[src/rtl/uart_loader_pkg.sv]
// Shared encodings for the UART command loader: FSM states and host opcodes.
// Host-side tooling mirrors the opcode values, so keep them stable.
package uart_loader_pkg;

   localparam logic [1:0] WAIT_CMD  = 2'd0;
   localparam logic [1:0] WAIT_ADDR = 2'd1;
   localparam logic [1:0] WAIT_LEN  = 2'd2;
   localparam logic [1:0] WAIT_DATA = 2'd3;

   localparam logic [7:0] CMD_WRITE = 8'h01;
   localparam logic [7:0] CMD_RUN   = 8'h02;
   localparam logic [7:0] CMD_HALT  = 8'h03;

   function automatic logic is_opcode(input logic [7:0] op);
      return (op == CMD_WRITE) || (op == CMD_RUN) || (op == CMD_HALT);
   endfunction

endpackage

[src/rtl/uart_loader_timer.sv]
// Inter-word idle timer: counts cycles while enabled, restarts on clear.
// expired is combinational and asserts on the cycle the count reaches TIMEOUT-1.
module uart_loader_timer #(
   parameter int TIMEOUT = 1_000_000
) (
   input  logic clk,
   input  logic reset,
   input  logic clear,
   input  logic enable,
   output logic expired
);

   localparam int CW = (TIMEOUT > 1) ? $clog2(TIMEOUT) : 1;
   localparam logic [CW-1:0] LAST = CW'(TIMEOUT - 1);

   logic [CW-1:0] cnt_q;
   logic [CW-1:0] cnt_d;

   assign expired = enable && (cnt_q == LAST);

   always_comb begin
      cnt_d = cnt_q;
      if (clear || !enable || expired) begin
         cnt_d = '0;
      end else begin
         cnt_d = cnt_q + CW'(1);
      end
   end

   always_ff @(posedge clk or posedge reset) begin
      if (reset) begin
         cnt_q <= '0;
      end else begin
         cnt_q <= cnt_d;
      end
   end

endmodule

[src/rtl/uart_cmd_loader.sv]
// UART program loader: decodes WRITE/RUN/HALT from received words and writes blocks into memory.
// Opcodes arrive as single bytes (one_byte=1 in WAIT_CMD); address, length and payload as full words.
module uart_cmd_loader
   import uart_loader_pkg::*;
#(
   parameter int ADDR_W  = 10,
   parameter int TIMEOUT = 1_000_000
) (
   input  logic              clk,
   input  logic              reset,
   input  logic [31:0]       rx_word,
   input  logic              rx_valid,
   output logic              one_byte,
   output logic              mem_we,
   output logic [ADDR_W-1:0] mem_addr,
   output logic [31:0]       mem_wdata,
   output logic              cpu_hold,
   output logic              busy,
   output logic              done,
   output logic              err
);

   logic [1:0]        state_q,     state_d;
   logic [ADDR_W-1:0] addr_ptr_q,  addr_ptr_d;
   logic [31:0]       remaining_q, remaining_d;
   logic              mem_we_q,    mem_we_d;
   logic [ADDR_W-1:0] mem_addr_q,  mem_addr_d;
   logic [31:0]       mem_wdata_q, mem_wdata_d;
   logic              cpu_hold_q,  cpu_hold_d;
   logic              done_q,      done_d;
   logic              err_q,       err_d;
   logic              expired;
   logic [7:0]        opcode;

   assign opcode    = rx_word[7:0];
   assign one_byte  = (state_q == WAIT_CMD);
   assign busy      = (state_q != WAIT_CMD);
   assign mem_we    = mem_we_q;
   assign mem_addr  = mem_addr_q;
   assign mem_wdata = mem_wdata_q;
   assign cpu_hold  = cpu_hold_q;
   assign done      = done_q;
   assign err       = err_q;

   uart_loader_timer #(
      .TIMEOUT (TIMEOUT)
   ) u_timer (
      .clk     (clk),
      .reset   (reset),
      .clear   (rx_valid),
      .enable  (busy),
      .expired (expired)
   );

   always_comb begin
      state_d     = state_q;
      addr_ptr_d  = addr_ptr_q;
      remaining_d = remaining_q;
      mem_we_d    = 1'b0;
      mem_addr_d  = mem_addr_q;
      mem_wdata_d = mem_wdata_q;
      cpu_hold_d  = cpu_hold_q;
      done_d      = 1'b0;
      err_d       = err_q;

      // A word arriving on the expiry cycle wins; the timeout is dropped.
      if (rx_valid) begin
         case (state_q)
            WAIT_CMD: begin
               err_d = !is_opcode(opcode);
               case (opcode)
                  CMD_WRITE: state_d = WAIT_ADDR;
                  CMD_RUN: begin
                     cpu_hold_d = 1'b0;
                     done_d     = 1'b1;
                  end
                  CMD_HALT: begin
                     cpu_hold_d = 1'b1;
                     done_d     = 1'b1;
                  end
                  default: ;
               endcase
            end
            WAIT_ADDR: begin
               addr_ptr_d = rx_word[ADDR_W-1:0];
               state_d    = WAIT_LEN;
            end
            WAIT_LEN: begin
               remaining_d = rx_word;
               if (rx_word == 32'd0) begin
                  done_d  = 1'b1;
                  state_d = WAIT_CMD;
               end else begin
                  state_d = WAIT_DATA;
               end
            end
            default: begin
               mem_we_d    = 1'b1;
               mem_addr_d  = addr_ptr_q;
               mem_wdata_d = rx_word;
               addr_ptr_d  = addr_ptr_q + ADDR_W'(1);
               remaining_d = remaining_q - 32'd1;
               if (remaining_q == 32'd1) begin
                  done_d  = 1'b1;
                  state_d = WAIT_CMD;
               end
            end
         endcase
      end else if (expired) begin
         err_d   = 1'b1;
         state_d = WAIT_CMD;
      end
   end

   always_ff @(posedge clk or posedge reset) begin
      if (reset) begin
         state_q     <= WAIT_CMD;
         addr_ptr_q  <= '0;
         remaining_q <= '0;
         mem_we_q    <= 1'b0;
         mem_addr_q  <= '0;
         mem_wdata_q <= '0;
         cpu_hold_q  <= 1'b1;
         done_q      <= 1'b0;
         err_q       <= 1'b0;
      end else begin
         state_q     <= state_d;
         addr_ptr_q  <= addr_ptr_d;
         remaining_q <= remaining_d;
         mem_we_q    <= mem_we_d;
         mem_addr_q  <= mem_addr_d;
         mem_wdata_q <= mem_wdata_d;
         cpu_hold_q  <= cpu_hold_d;
         done_q      <= done_d;
         err_q       <= err_d;
      end
   end

endmodule

[config.mk]
export PLATFORM = sky130hd
export DESIGN_NAME = uart_cmd_loader
export DESIGN_NICKNAME = d
export VERILOG_FILES = /design/src/rtl/uart_loader_pkg.sv /design/src/rtl/uart_loader_timer.sv /design/src/rtl/uart_cmd_loader.sv
export SDC_FILE = /design/constraint.sdc
export NUM_CORES = 1
export LEC_CHECK = 0
export CAP_MARGIN = 30
export CORE_UTILIZATION = 54
export CTS_CLUSTER_SIZE = 30
export DETAILED_ROUTE_END_ITERATION = 6
export PLACE_DENSITY = 0.8
export SYNTH_ARGS = -nofsm -noshare
export SYNTH_HDL_FRONTEND = slang
export SYNTH_SLANG_ARGS = --single-unit
[constraint.sdc]
create_clock -name clk -period 5.2 [get_ports clk]
set_input_delay 1.04 -clock clk [delete_from_list [all_inputs] [get_ports clk]]
set_output_delay 1.04 -clock clk [all_outputs]
set_load 0.02 [all_outputs]
======== After elaboration in Yosys (flattened, before gate mapping) ========
Cells that the tools add are included.
storage, ports and cells
  register bits after elaboration ......... 110
  output and inout port bits .............. 48
  word-level logic and storage cells ...... 68
cells by class
  add/sub/neg operators ................... 3
  eq/ne operators ......................... 10
  mux-type cells .......................... 20
  bitwise operators ....................... 3
  reductions and logical operators ........ 22
operators with widths
  cell                     number
  $pmux W32 S2             1
  $eq A32 B1 Y1 const B    1
  $logic_not A32 Y1        1
  $sub A32 B1 Y32 const B  1
  $add A20 B1 Y20 const B  1
  $eq A20 B20 Y1 const B   1
  $mux W20                 1
  $pmux W10 S2             1
  $eq A8 B2 Y1 const B     2
  $add A10 B1 Y10 const B  1
  $mux W2                  5
  $mux W1                  9
  $eq A8 B1 Y1 const B     1
  $reduce_and A2 Y1        4
  $pmux W2 S3              1
  $reduce_and A3 Y1        2
  $reduce_bool A2 Y1       3
  $reduce_or A2 Y1         3
  $ne A5 B1 Y1 const B     1
  $logic_or A1 B1 Y1       4
  $ne A3 B2 Y1 const B     1
  $not A1 Y1               3
  $pmux W1 S3              1
  $reduce_or A3 Y1         1
  other kinds (7)          8

======== Depth between registers and ports, before layout ========
  depth in word-level cells ............... 6
  mapped depth ............................ 8
  gate-level depth less buffers ........... 7

======== Cells and area by module ========
From an unflattened synthesis, not the netlist that was laid out.
unflattened totals
  cells, all modules ...................... 562
  area total of the unflattened synthesis .. 5667.9 um2
by module, submodules not included
  module             instances  cells an instance  area each (um2)  sequential area each (um2)
  uart_cmd_loader    1          459                4606.9           2253.4
  uart_loader_timer  1          103                1061.0           500.5

======== Worst setup path after synthesis ========
OpenSTA, ideal clock, no wires.
  kind .................................... register -> register
  start ................................... reg remaining_q[16]
  end ..................................... reg remaining_q[28]
  library setup time ...................... 137 ps
  arrival ................................. 2191 ps
  required time ........................... 5063 ps
  setup slack ............................. 2872 ps
  cell stages (with the launch flop) ...... 7
  path buffers ............................ 1
  period minus slack after synthesis ...... 2328 ps
  cells stage by stage .................... dfrtp_1 > or3_4 > or4_4 > buf_6 > or4_4 > o32ai_2 > a21oi_1
between the ends
  word-level cells in the longest chain between the ends .. 2
ends and longest elaborated chain
  item                      RTL line                source
  start: declaration        uart_cmd_loader.sv:25   logic [31:0] remaining_q, remaining_d;
  start signal: assignment  uart_cmd_loader.sv:129  remaining_q <= remaining_d;
  $sub A32 B1 Y32           uart_cmd_loader.sv:102  remaining_d = remaining_q - 32'd1;
  $pmux W32 S2              uart_cmd_loader.sv:68   case (state_q)
Every way passes these cells.
A chain may end at the register's enable or synchronous reset.

======== Worst setup path in the final report ========
  start ................................... reg state_q[0]
  end ..................................... out busy
between the ends
  word-level cells in the longest chain between the ends .. 1
ends and longest elaborated chain
  item                      RTL line                source
  start: declaration        uart_cmd_loader.sv:23   logic [1:0] state_q, state_d;
  start signal: assignment  uart_cmd_loader.sv:127  state_q <= state_d;
  $reduce_bool A2 Y1        uart_cmd_loader.sv:37   assign busy = (state_q != WAIT_CMD);
  end: declaration          uart_cmd_loader.sv:18   output logic busy,
Every way passes these cells.

==> results.sh <==
export IMPL_grt_pass1_wl_mm=22.21
export IMPL_num_vias=4712
export IMPL_reg2reg_from="remaining_q[9]"
export IMPL_grt_use_met1=0.3617
export IMPL_ys_types=54
export IMPL_power_mw=3.665
export IMPL_critPathArrivalTime_ps=2170
export IMPL_wl_per_cell_um=17.66
export IMPL_n_antenna_cell=0
export IMPL_setup_violations=0
export IMPL_antenna_found_initial=0
export IMPL_hp_start="mem_wdata[21]"
export IMPL_grt_pass1_vias=4693
export IMPL_io_pins=83
export IMPL_cts_setup_buffers=0
export IMPL_tightest_slew_ps=947.8
export IMPL_hold_path_class="flip-flop to flip-flop"
export IMPL_yosys_cell_count_top_type="dfrtp_1"
export IMPL_final_nets=667
export IMPL_synth_top_area_share=0.4909
export IMPL_leakage_nw=2.595
export IMPL_hold_viol=0
export IMPL_setup_tns_ps=0
export IMPL_numCtsBuffers=9
export IMPL_grt_busiest_layer="met2"
export IMPL_grtUsageTotal=0.2711
export IMPL_ff2ff_path_depth=5
export IMPL_rsz0062_at_grt="no"
export IMPL_wirelength_mm=13.53
export IMPL_grt_ovfl_total=0
export IMPL_yosys_warnings=0
export IMPL_outcome="finished, final reports clean"
export IMPL_reg2reg_to="remaining_q[28]"
export IMPL_clock_sinks=110
export IMPL_clock_skew_ps=7.486
export IMPL_crit_type="flip-flop to primary output"
export IMPL_critPathRequiredTime_ps=4160
export IMPL_slew_headroom=0.3672
export IMPL_final_core_util=0.6717
export IMPL_maxCapViolCount=0
export IMPL_cts_tree="done"
export IMPL_drive_gt1_frac=0.1216
export IMPL_dieArea_um2=10700
export IMPL_synthesis_instances=561
export IMPL_syn_area_per_cell_um2=9.905
export IMPL_seq_area_frac_synth=0.4956
export IMPL_clk_path_buf_depth=2
export IMPL_ir_drop_v=0.0003660
export IMPL_io_buffers=82
export IMPL_synth_seq_cells=110
export IMPL_gr_usage_met2=0.4396
export IMPL_vias_per_cell=6.151
export IMPL_synthesis_nets=600
export IMPL_cts_root_buf="clkbuf_8"
export IMPL_cts_resized=0
export IMPL_areaGrowthSynthToFinish_pct=19.25
export IMPL_drc=0
export IMPL_start_kind="flip-flop"
export IMPL_die_x_um=103.4
export IMPL_drv_slew=0
export IMPL_drtIter0Drc=337
export IMPL_endpoint_kind="primary output"
export IMPL_powerDensity_nw_per_um2=553.1
export IMPL_hold_slack_ps=512.1
export IMPL_min_path_cells=1
export IMPL_cts_clk_slew_worst_paths_ps=100
export IMPL_synth_top_area_cell="dfrtp_1"
export IMPL_fin_crit_ps=3206
export IMPL_crit_path_max_fanout=15
export IMPL_row_count=36
export IMPL_htree_levels=3
export IMPL_cts_hold_buf=0
export IMPL_met3_usage=0.05108
export IMPL_grt_max_degree=51
export IMPL_ys_flop_type="dfrtp_1"
export IMPL_die_h_um=103.4
export IMPL_fmax_mhz=311.9
export IMPL_coreArea_um2=9864
export IMPL_regToRegSetupSlack_ps=2280
export IMPL_start_util=0.5633
export IMPL_synth_edf_count=0
export IMPL_syn_cell_area_um2=5557
export IMPL_dr_pass1_iters=7
export IMPL_gp_congestion=0.8545
export IMPL_dp_hpwl_mm=9.390
export IMPL_synth_area_leaders="dfrtp_1, mux2_2, a21oi_1"
export IMPL_async_reset_ff_frac=1.000
export IMPL_ant_nets=0
export IMPL_clk_latency_ps=380
export IMPL_synthTopCellsByCount="dfrtp_1, nor2_1, a21oi_1"
export IMPL_min_to="mem_wdata[21]"
export IMPL_fin_crit_sh=0.6166
[worst max-delay path by stage]
stage | from | end | slack [ps] | cells after the start
3_5_place_dp | rx_valid | mem_addr[1] | 1920 | 5
6_report | state_q[0] | busy | 1990 | 3
2_1_floorplan | reset | addr_ptr_q[0] | 1260 | 1
5_1_grt | state_q[0] | busy | 1900 | 3
4_1_cts | state_q[0] | busy | 2010 | 3
3_3_place_gp | rx_valid | mem_wdata[22] | 2010 | 5
[report_power, final]
part / internal [mW] / switching [mW] / leakage, nW
combinational: 0.783 / 0.890 / 1.18
clock: 0.186 / 0.284 / 0.0861
sequential: 1.20 / 0.324 / 1.33
total: 2.17 / 1.50 / 2.60
[cell type report]
class	instances	area, um2
fill	746	3238
sequential	110	2754
multi-input combinational	404	2618
timing repair buffer	87	858.3
tap	133	166.4
clock buffer	12	145.1
inverter	16	62.56
clock inverter	4	22.52
[state kept, by name (all words and copies together), names as in the netlist]
name	flops
done	1
mem_we	1
u_timer.cnt_q	20
addr_ptr_q	10
mem_addr	10
remaining_q	32
state_q	2
cpu_hold	1
err	1
mem_wdata	32
[per-stage QoR]
step                      cells  setup slack, ps  area, um2
final                       766             1994       6626
after global routing        766             1897       6626
after CTS                   766             2011       6626
after detailed placement    750             1916       6459
after global placement      750             2012       6459
after floorplan             561             1259       5557
[routing by layer]
layer	up-vias	routed length [um]
met5	-	0
met4	0	200
met3	20	851
met2	183	6568
met1	2300	5910
li1	2209	-
[cells in the final DEF, fill, tap and decap left out, drive strengths merged, types with 6 or more instances in the layout]
master,count
a21oi,47
or4,14
o22a,6
or3,8
clkbuf,12
nand3,26
dfrtp,109
o22ai,22
mux2,40
nor3,10
xor2,10
o21ai,26
nor2,50
nor4,14
xnor2,8
nand4,14
a2bb2oi,10
nand2,42
inv,16
clkdlybuf4s50,82
and3,10
[cells by family after synthesis]
kind of cell | count (synthesis) | share of synthesized area
fa+ha+maj | 4 | 0.009007
simple gates | 204 | 0.1943
compound gates | 136 | 0.1547
flops | 110 | 0.4956
buf+inv | 47 | 0.03332
xor+xnor | 18 | 0.02837
mux | 42 | 0.08467
[critical path: stages, from the launching register on]
cell and delay, ps:
dfrtp_1 590, nor2_1 470, inv_1 160, clkdlybuf4s50_1 570
Power figures use the tool's default switching activity.
